`src/rtl/tran_pkg.sv`:
```
// Purpose: shared types and constants for the tran_deframer slice.
// Latency: n/a (package only).
// Backpressure: n/a.
// Contents: FSM state enum, err_code values, default sync byte.
package tran_pkg;

   typedef enum logic [1:0] {
      ST_HUNT = 2'd0,
      ST_LEN  = 2'd1,
      ST_PAY  = 2'd2,
      ST_CHK  = 2'd3
   } tran_state_t;

   localparam logic [1:0] ERR_NONE = 2'd0;
   localparam logic [1:0] ERR_LEN  = 2'd1;
   localparam logic [1:0] ERR_CHK  = 2'd2;
   localparam logic [1:0] ERR_TMO  = 2'd3;

   localparam logic [7:0] SYNC_BYTE_DEFAULT = 8'hA5;

endpackage

```
`src/rtl/tran_gap_timer.sv`:
```
// Purpose: counts idle cycles inside a frame and flags when the gap limit is hit.
// Latency: expire is combinational from the registered count and cnt_en.
// Backpressure: none; driven every cycle by the deframer FSM.
// Ports: clk, reset_n (async active-low), clr (zero the count), cnt_en (idle
//        cycle inside a frame), expire (this idle cycle is number TIMEOUT-1).
module tran_gap_timer #(
   parameter int unsigned TIMEOUT = 64
) (
   input  logic clk,
   input  logic reset_n,
   input  logic clr,
   input  logic cnt_en,
   output logic expire
);

   localparam int unsigned GW = (TIMEOUT > 2) ? $clog2(TIMEOUT) : 1;

   logic [GW-1:0] gap_q;
   logic [GW-1:0] gap_d;

   // gap_q holds idle cycles already seen, so the idle cycle that brings the
   // count to TIMEOUT-1 is the one where gap_q still reads TIMEOUT-2.
   assign expire = cnt_en && (gap_q == GW'(TIMEOUT - 2));

   always_comb begin
      gap_d = gap_q;
      if (clr) begin
         gap_d = '0;
      end else if (cnt_en) begin
         gap_d = gap_q + GW'(1);
      end
   end

   always_ff @(posedge clk or negedge reset_n) begin
      if (!reset_n) begin
         gap_q <= '0;
      end else begin
         gap_q <= gap_d;
      end
   end

endmodule

```
`src/rtl/tran_deframer.sv`:
```
// Purpose: hunts sync byte, reads length, forwards payload, checks XOR checksum.
// Latency: every output is registered, one cycle after the causing data_en.
// Backpressure: none; each data_en byte is consumed in the cycle presented.
// Ports: clk, reset_n, data_in/data_en (byte stream in), clear (sync abort),
//        pay_data/pay_valid/pay_sop/pay_eop (payload out), frame_ok/frame_err
//        (per-frame pulses), err_code (last error), frame_cnt (good frames).
module tran_deframer
   import tran_pkg::*;
#(
   parameter logic [7:0]  SYNC_BYTE = SYNC_BYTE_DEFAULT,
   parameter int unsigned MAX_LEN   = 16,
   parameter int unsigned TIMEOUT   = 64
) (
   input  logic       clk,
   input  logic       reset_n,
   input  logic [7:0] data_in,
   input  logic       data_en,
   input  logic       clear,
   output logic [7:0] pay_data,
   output logic       pay_valid,
   output logic       pay_sop,
   output logic       pay_eop,
   output logic       frame_ok,
   output logic       frame_err,
   output logic [1:0] err_code,
   output logic [7:0] frame_cnt
);

   localparam logic [7:0] MAX_LEN_B = 8'(MAX_LEN);

   tran_state_t state_q, state_d;
   logic [7:0]  len_q, len_d;
   logic [7:0]  csum_q, csum_d;
   logic [7:0]  rem_q, rem_d;
   logic [7:0]  pay_data_q, pay_data_d;
   logic        pay_valid_q, pay_valid_d;
   logic        pay_sop_q, pay_sop_d;
   logic        pay_eop_q, pay_eop_d;
   logic        frame_ok_q, frame_ok_d;
   logic        frame_err_q, frame_err_d;
   logic [1:0]  err_code_q, err_code_d;
   logic [7:0]  frame_cnt_q, frame_cnt_d;

   logic gap_clr;
   logic gap_cnt_en;
   logic gap_expire;

   // Timer idles at zero in HUNT, so entering LEN always starts from zero.
   assign gap_clr    = clear || data_en || (state_q == ST_HUNT);
   assign gap_cnt_en = !gap_clr;

   tran_gap_timer #(.TIMEOUT(TIMEOUT)) u_gap (
      .clk     (clk),
      .reset_n (reset_n),
      .clr     (gap_clr),
      .cnt_en  (gap_cnt_en),
      .expire  (gap_expire)
   );

   always_comb begin
      state_d     = state_q;
      len_d       = len_q;
      csum_d      = csum_q;
      rem_d       = rem_q;
      pay_data_d  = pay_data_q;
      pay_valid_d = 1'b0;
      pay_sop_d   = 1'b0;
      pay_eop_d   = 1'b0;
      frame_ok_d  = 1'b0;
      frame_err_d = 1'b0;
      err_code_d  = err_code_q;
      frame_cnt_d = frame_cnt_q;

      if (clear) begin
         state_d = ST_HUNT;
      end else if (gap_expire) begin
         // expire only fires on an idle in-frame cycle, so no byte is lost here
         frame_err_d = 1'b1;
         err_code_d  = ERR_TMO;
         state_d     = ST_HUNT;
      end else if (data_en) begin
         case (state_q)
            ST_HUNT: begin
               if (data_in == SYNC_BYTE) state_d = ST_LEN;
            end
            ST_LEN: begin
               if (data_in == 8'd0 || data_in > MAX_LEN_B) begin
                  frame_err_d = 1'b1;
                  err_code_d  = ERR_LEN;
                  state_d     = ST_HUNT;
               end else begin
                  len_d   = data_in;
                  csum_d  = data_in;
                  rem_d   = data_in;
                  state_d = ST_PAY;
               end
            end
            ST_PAY: begin
               pay_data_d  = data_in;
               pay_valid_d = 1'b1;
               pay_sop_d   = (rem_q == len_q);
               pay_eop_d   = (rem_q == 8'd1);
               csum_d      = csum_q ^ data_in;
               rem_d       = rem_q - 8'd1;
               if (rem_q == 8'd1) state_d = ST_CHK;
            end
            ST_CHK: begin
               if (data_in == csum_q) begin
                  frame_ok_d  = 1'b1;
                  frame_cnt_d = frame_cnt_q + 8'd1;
                  err_code_d  = ERR_NONE;
               end else begin
                  frame_err_d = 1'b1;
                  err_code_d  = ERR_CHK;
               end
               state_d = ST_HUNT;
            end
            default: state_d = ST_HUNT;
         endcase
      end
   end

   always_ff @(posedge clk or negedge reset_n) begin
      if (!reset_n) begin
         state_q     <= ST_HUNT;
         len_q       <= '0;
         csum_q      <= '0;
         rem_q       <= '0;
         pay_data_q  <= '0;
         pay_valid_q <= 1'b0;
         pay_sop_q   <= 1'b0;
         pay_eop_q   <= 1'b0;
         frame_ok_q  <= 1'b0;
         frame_err_q <= 1'b0;
         err_code_q  <= ERR_NONE;
         frame_cnt_q <= '0;
      end else begin
         state_q     <= state_d;
         len_q       <= len_d;
         csum_q      <= csum_d;
         rem_q       <= rem_d;
         pay_data_q  <= pay_data_d;
         pay_valid_q <= pay_valid_d;
         pay_sop_q   <= pay_sop_d;
         pay_eop_q   <= pay_eop_d;
         frame_ok_q  <= frame_ok_d;
         frame_err_q <= frame_err_d;
         err_code_q  <= err_code_d;
         frame_cnt_q <= frame_cnt_d;
      end
   end

   assign pay_data  = pay_data_q;
   assign pay_valid = pay_valid_q;
   assign pay_sop   = pay_sop_q;
   assign pay_eop   = pay_eop_q;
   assign frame_ok  = frame_ok_q;
   assign frame_err = frame_err_q;
   assign err_code  = err_code_q;
   assign frame_cnt = frame_cnt_q;

endmodule

```
`config.mk`:
```
export PLATFORM = sky130hd
export DESIGN_NAME = tran_deframer
export DESIGN_NICKNAME = d
export VERILOG_FILES = /design/src/rtl/tran_pkg.sv /design/src/rtl/tran_gap_timer.sv /design/src/rtl/tran_deframer.sv
export SDC_FILE = /design/constraint.sdc
export NUM_CORES = 1
export LEC_CHECK = 0
export ABC_CLOCK_PERIOD_IN_PS = 2050
export CAP_MARGIN = 20
export CORE_MARGIN = 1.5
export CORE_UTILIZATION = 45
export CTS_BUF_LIST = sky130_fd_sc_hd__clkbuf_8 sky130_fd_sc_hd__clkbuf_16
export DETAILED_ROUTE_END_ITERATION = 12
export PLACE_DENSITY = 0.71
export SLEW_MARGIN = 10
export SYNTH_ARGS = -nofsm -noshare
export SYNTH_HDL_FRONTEND = slang
export SYNTH_SLANG_ARGS = --single-unit
```
`constraint.sdc`:
```
create_clock -name clk -period 2.05 [get_ports clk]
set_input_delay 0.205 -clock clk [delete_from_list [all_inputs] [get_ports clk]]
set_output_delay 0.205 -clock clk [all_outputs]
set_load 0.02 [all_outputs]
```
# After elaboration in Yosys (flattened, before gate mapping)
# Index checks and enable logic that the tools add are counted.
# classes
magnitude_cmp,1
n_eq_ne,12
n_bitwise,4
addsub,3
n_mux,39
n_reduce_logical,17
# op_table
op,count
$pmux W8 S2,2
$mux W1,22
$mux W2,10
$eq A8 B8 Y1,2
$reduce_and A5 Y1,3
$add A8 B1 Y8 const B,1
$eq A8 B1 Y1 const B,1
$eq A8 B8 Y1 const B,1
$gt A8 B5 Y1 const B,1
$logic_not A8 Y1,1
$mux W8,1
$pmux W2 S4,1
$reduce_and A4 Y1,2
$sub A8 B1 Y8 const B,1
$xor A8 B8 Y8,1
$add A6 B1 Y6 const B,1
$eq A6 B6 Y1 const B,1
$mux W6,1
$reduce_bool A3 Y1,2
$eq A2 B2 Y1 const B,2
$ne A4 B3 Y1 const B,1
$ne A4 B4 Y1 const B,1
$pmux W2 S2,1
$reduce_bool A2 Y1,2
10 further kinds,14
# totals
out_inout_bits,23
word_cells,89
register_bits,55
in_bits,12

# Depth between registers and ports, before layout
# depth
depth_word,7
mapped_depth,6

# Cells and area by module
# Synthesis repeated with hierarchy kept, for this count alone.
# hier_totals
cells_unflattened,291
hier_area_um2,2965.3
# by_module_without_submodules
module,instances,area_per_inst_um2,cells_per_inst
tran_deframer,1,2661.3,261
tran_gap_timer,1,304.0,30

# Worst setup path after synthesis
# Ideal clock, no wire load.
# synth_timing
path_type,reg-to-reg
start,reg csum_q[2]
end,"reg frame_cnt_q[1], in the netlist frame_cnt[1]"
path_buffers,0
path_stages_with_launch,5
path_slack_ps,424
arrival_ps,1502
synth_period_minus_slack_ps,1626
cell_sequence,dfrtp_1 > xnor2_1 > nand4_1 > nor3_2 > mux2_2
# synth_via
elab_chain_len,2
# synth_rtl
item,line_no,rtl
start: declaration,tran_deframer.sv:33,"logic [7:0] csum_q, csum_d;"
start signal: assignment,tran_deframer.sv:140,csum_q <= csum_d;
$eq A8 B8 Y1,tran_deframer.sv:108,if (data_in == csum_q) begin
$reduce_and A5 Y1 (no source line),--,
end signal: assignment,tran_deframer.sv:149,frame_cnt_q <= frame_cnt_d;
end: declaration,tran_deframer.sv:42,"logic [7:0] frame_cnt_q, frame_cnt_d;"
# No other way between the ends.
# A chain may end at the register's enable or synchronous reset.

# Worst setup path in the final report
# layout_timing
start,in data_in[4]
end,reg state_q[0]
# layout_via
elab_chain_len,3
# layout_rtl
item,line_no,rtl
start: declaration,tran_deframer.sv:16,"input logic [7:0] data_in,"
$eq A8 B8 Y1,tran_deframer.sv:84,if (data_in == SYNC_BYTE) state_d = ST_LEN;
$ne A4 B3 Y1 (no source line),--,
$reduce_and A3 Y1 (no source line),--,
end signal: assignment,tran_deframer.sv:138,state_q <= state_d;
end: declaration,tran_deframer.sv:31,"tran_state_t state_q, state_d;"
# No other way between the ends.

==> impl_results.md <==
- Status: completed
- Max frequency: ~570 MHz
- Dpl hpwl: approximately 5.0 mm
- Synth Instances: 300
- IO buf count: 34
- Vias post-DR: 2,498
- Setup ws final: approximately 0.3 ns
- GR Overflow Total: 0
- Fin. max-slew vios: 0
- Die area: 6950 µm²
- Row count: 29
- CTS Buf Count: 5
- Critical Path Fanout Max: 4
- Drt pass-1 iters: 4
- Worst Clk Skew: a little under 0.01 ns
- Largest net degree at the start of global routing: 30
- Area growth, synth to finish: 26.1%
- Post-Syn Area: 2910 µm²
- Tcrit/Tclk final: 85.3%
- Number of synthesized flops with an enable pin: 0
- Sequential area share after synthesis: between 40% and 50%
- Critical Path Sink Type: flip-flop
- CTS root buf: clkbuf_8
- WHS: ~0.42 ns
- Antenna violations before repair: 0
- Worst-Skew Late Latency: approximately 0.32 ns
- Setup Viol. Count Final: 0
- Wire length per cell: 15.3 µm
- WP data arrival: 1.98 ns
- Chip width: ~83 µm
- Antenna diodes: 0
- Synthesis-stage register bit count: 55
- Leakage power: between 1.5 and 2 nW
- Synthesis warning total: 0
- Most area-consuming cells after synthesis: dfrtp_1 47%, xnor2_1 5.4%, nand2_1 3.7%
- RSZ-0062 raised after global routing: no
- Cell area after layout: approximately 3700 µm²
- VDD IR max: 0.354 mV
- Gr usage total: 20.7%
- Fraction of registers with async set/reset: between 90% and 100%
- Initial Util: approximately 46%
- Post-route ant nets: 0
- Data required, critical path: 2.28 ns
- CTS tree: done
- Core Util, Final: 58.1%
- Min-Delay Path Class: in -> async
- First-pass GRT wire length: approximately 12 mm
- Clk pin slew, worst setup/hold paths: 0.10 ns
- # Max-Cap Violations: 0
- Layout Nets: 382
- Crit path kind: in -> reg
- Final WL: just under 7 mm
- Yosys top cell by area: dfrtp_1
- Synth top area share: 47.3%
- Critical Path Start Type: input pin
- PwrDens: 548 nW/µm²
- Slew margin rel.: a little over two thirds
- Vias in the first global route: 2,431
- Total design power: between 2 and 2.5 mW
- Worst slew pin tran: around 0.44 ns
- Post-cts resize count: 0
- GP Congestion: approximately 0.89
- CTS sink count: 55
- CTS H-Tree Depth: 2
- Fin. Hold Viols: 0
- Die Y: 83.4 µm
- Number of distinct library cells after synthesis: between 50 and 60
- Core Area: 6310 µm²
- Vias per inst: 5.64
- Period minus WS final: ~1.7 ns
- Pre-CTS WS: -0.0294 ns
- Max Root-Sink Buffers: 2
- Initial drt markers: 161
- Mean post-synth cell area: slightly below 10 µm²
- Syn nets: 317
- Share of cells above drive strength 1: ~17%
- Primary FF master, synth: dfrtp_1
- I/O Pins: 35
- Placed cell area: ~3600 µm²
- Drt drc: 0
- Commonest cells after routing, fill and taps aside: 55 x dfrtp_1, 41 x buf_4, 33 x clkdlybuf4s50_1
- Commonest non-fill, non-tap cell in the layout: dfrtp_1
-- layer usage --
layer / vias up / track usage, % / routed length [µm] / part of all wire, %
li1: 1195 / - / - / -
met5: - / 0 / 0 / 0
met3: 18 / 3.88 / 347 / 5.1
met4: 0 / 7.73 / 155 / 2.3
met1: 1209 / 28.7 / 3160 / 47
met2: 76 / 32.5 / 3110 / 46
-- timing repair --
item | 4_1_cts | 5_1_grt
endpoints found under the hold margin | 55 | 0
hold buffers | 1 | 0
setup buffers | 0 | 0
-- cells in the mapped netlist, drive strengths merged (7+ instances only) --
library cell  number
inv               12
o21ai             19
dfrtp             55
buf                8
nor4              11
nand3             15
nand2             29
xor2              12
a21oi              9
clkbuf            10
nor3               7
nor2              20
a31oi             11
xnor2             18
-- worst max-delay path, cell delays in order --
cell and delay, ns:
clkdlybuf4s50_1 0.52, buf_4 0.19, or3b_2 0.43, nor4_1 0.23, o21ai_0 0.16, a211oi_1 0.23
-- stage by stage --
step,TNS [ns],instances
floorplan,0,300
global placement,-0.0648,434
detailed placement,-0.122,434
CTS,0,443
global route,0,443
finish,0,443
-- flip-flops by register name (all words and copies together) (netlist names) --
signal	count
csum_q	8
frame_cnt	8
len_q	8
pay_data	8
rem_q	8
u_gap.gap_q	6
err_code	2
state_q	2
frame_err	1
frame_ok	1
pay_eop	1
pay_sop	1
pay_valid	1
-- path summary, 6_finish.rpt --
| kind | startpoint | end | slack, ns | cells after the start |
|---|---|---|---|---|
| worst max-delay path | data_in[4] | state_q[0] | 0.30 | 6 |
| worst min-delay path | reset_n | csum_q[2] | 0.42 | 3 |
| worst max register to register | csum_q[6] | frame_cnt[6] | 0.39 | 5 |
| worst min register to register | frame_cnt[7] | frame_cnt[7] | 0.48 | 1 |
| max in group asynchronous | reset_n | len_q[4] | 1.35 | 3 |
| min in group clk | frame_cnt[7] | frame_cnt[7] | 0.48 | 1 |
-- cells by family (layout without fill, tap and decap cells) --
family / after synthesis / after routing / synth area share, %
simple gates: 108 / 108 / 20.1
flops: 55 / 55 / 47.3
xor+xnor: 30 / 30 / 9.04
compound gates: 66 / 66 / 14.6
mux: 6 / 6 / 2.28
fa+ha+maj: 5 / 5 / 2.15
buf+inv: 30 / 96 / 4.52
-- cell type report --
type / instances / area [µm²]
clock buffer: 5 / 68.8
clock inverter: 3 / 27.5
fill: 567 / 2650
inverter: 12 / 45.0
multi-input combinational: 215 / 1400
sequential: 55 / 1380
tap: 77 / 96.3
timing repair buffer: 76 / 653
-- power by group --
part | internal [mW] | leakage [nW] | total (mW) | switching, mW
combinational | 0.113 | 0.855 | 0.243 | 0.131
sequential | 1.11 | 0.755 | 1.13 | 0.0216
clock | 0.252 | 0.0463 | 0.640 | 0.388
total | 1.47 | 1.66 | 2.01 | 0.540
No activity file was read; power rests on OpenSTA's default activity.
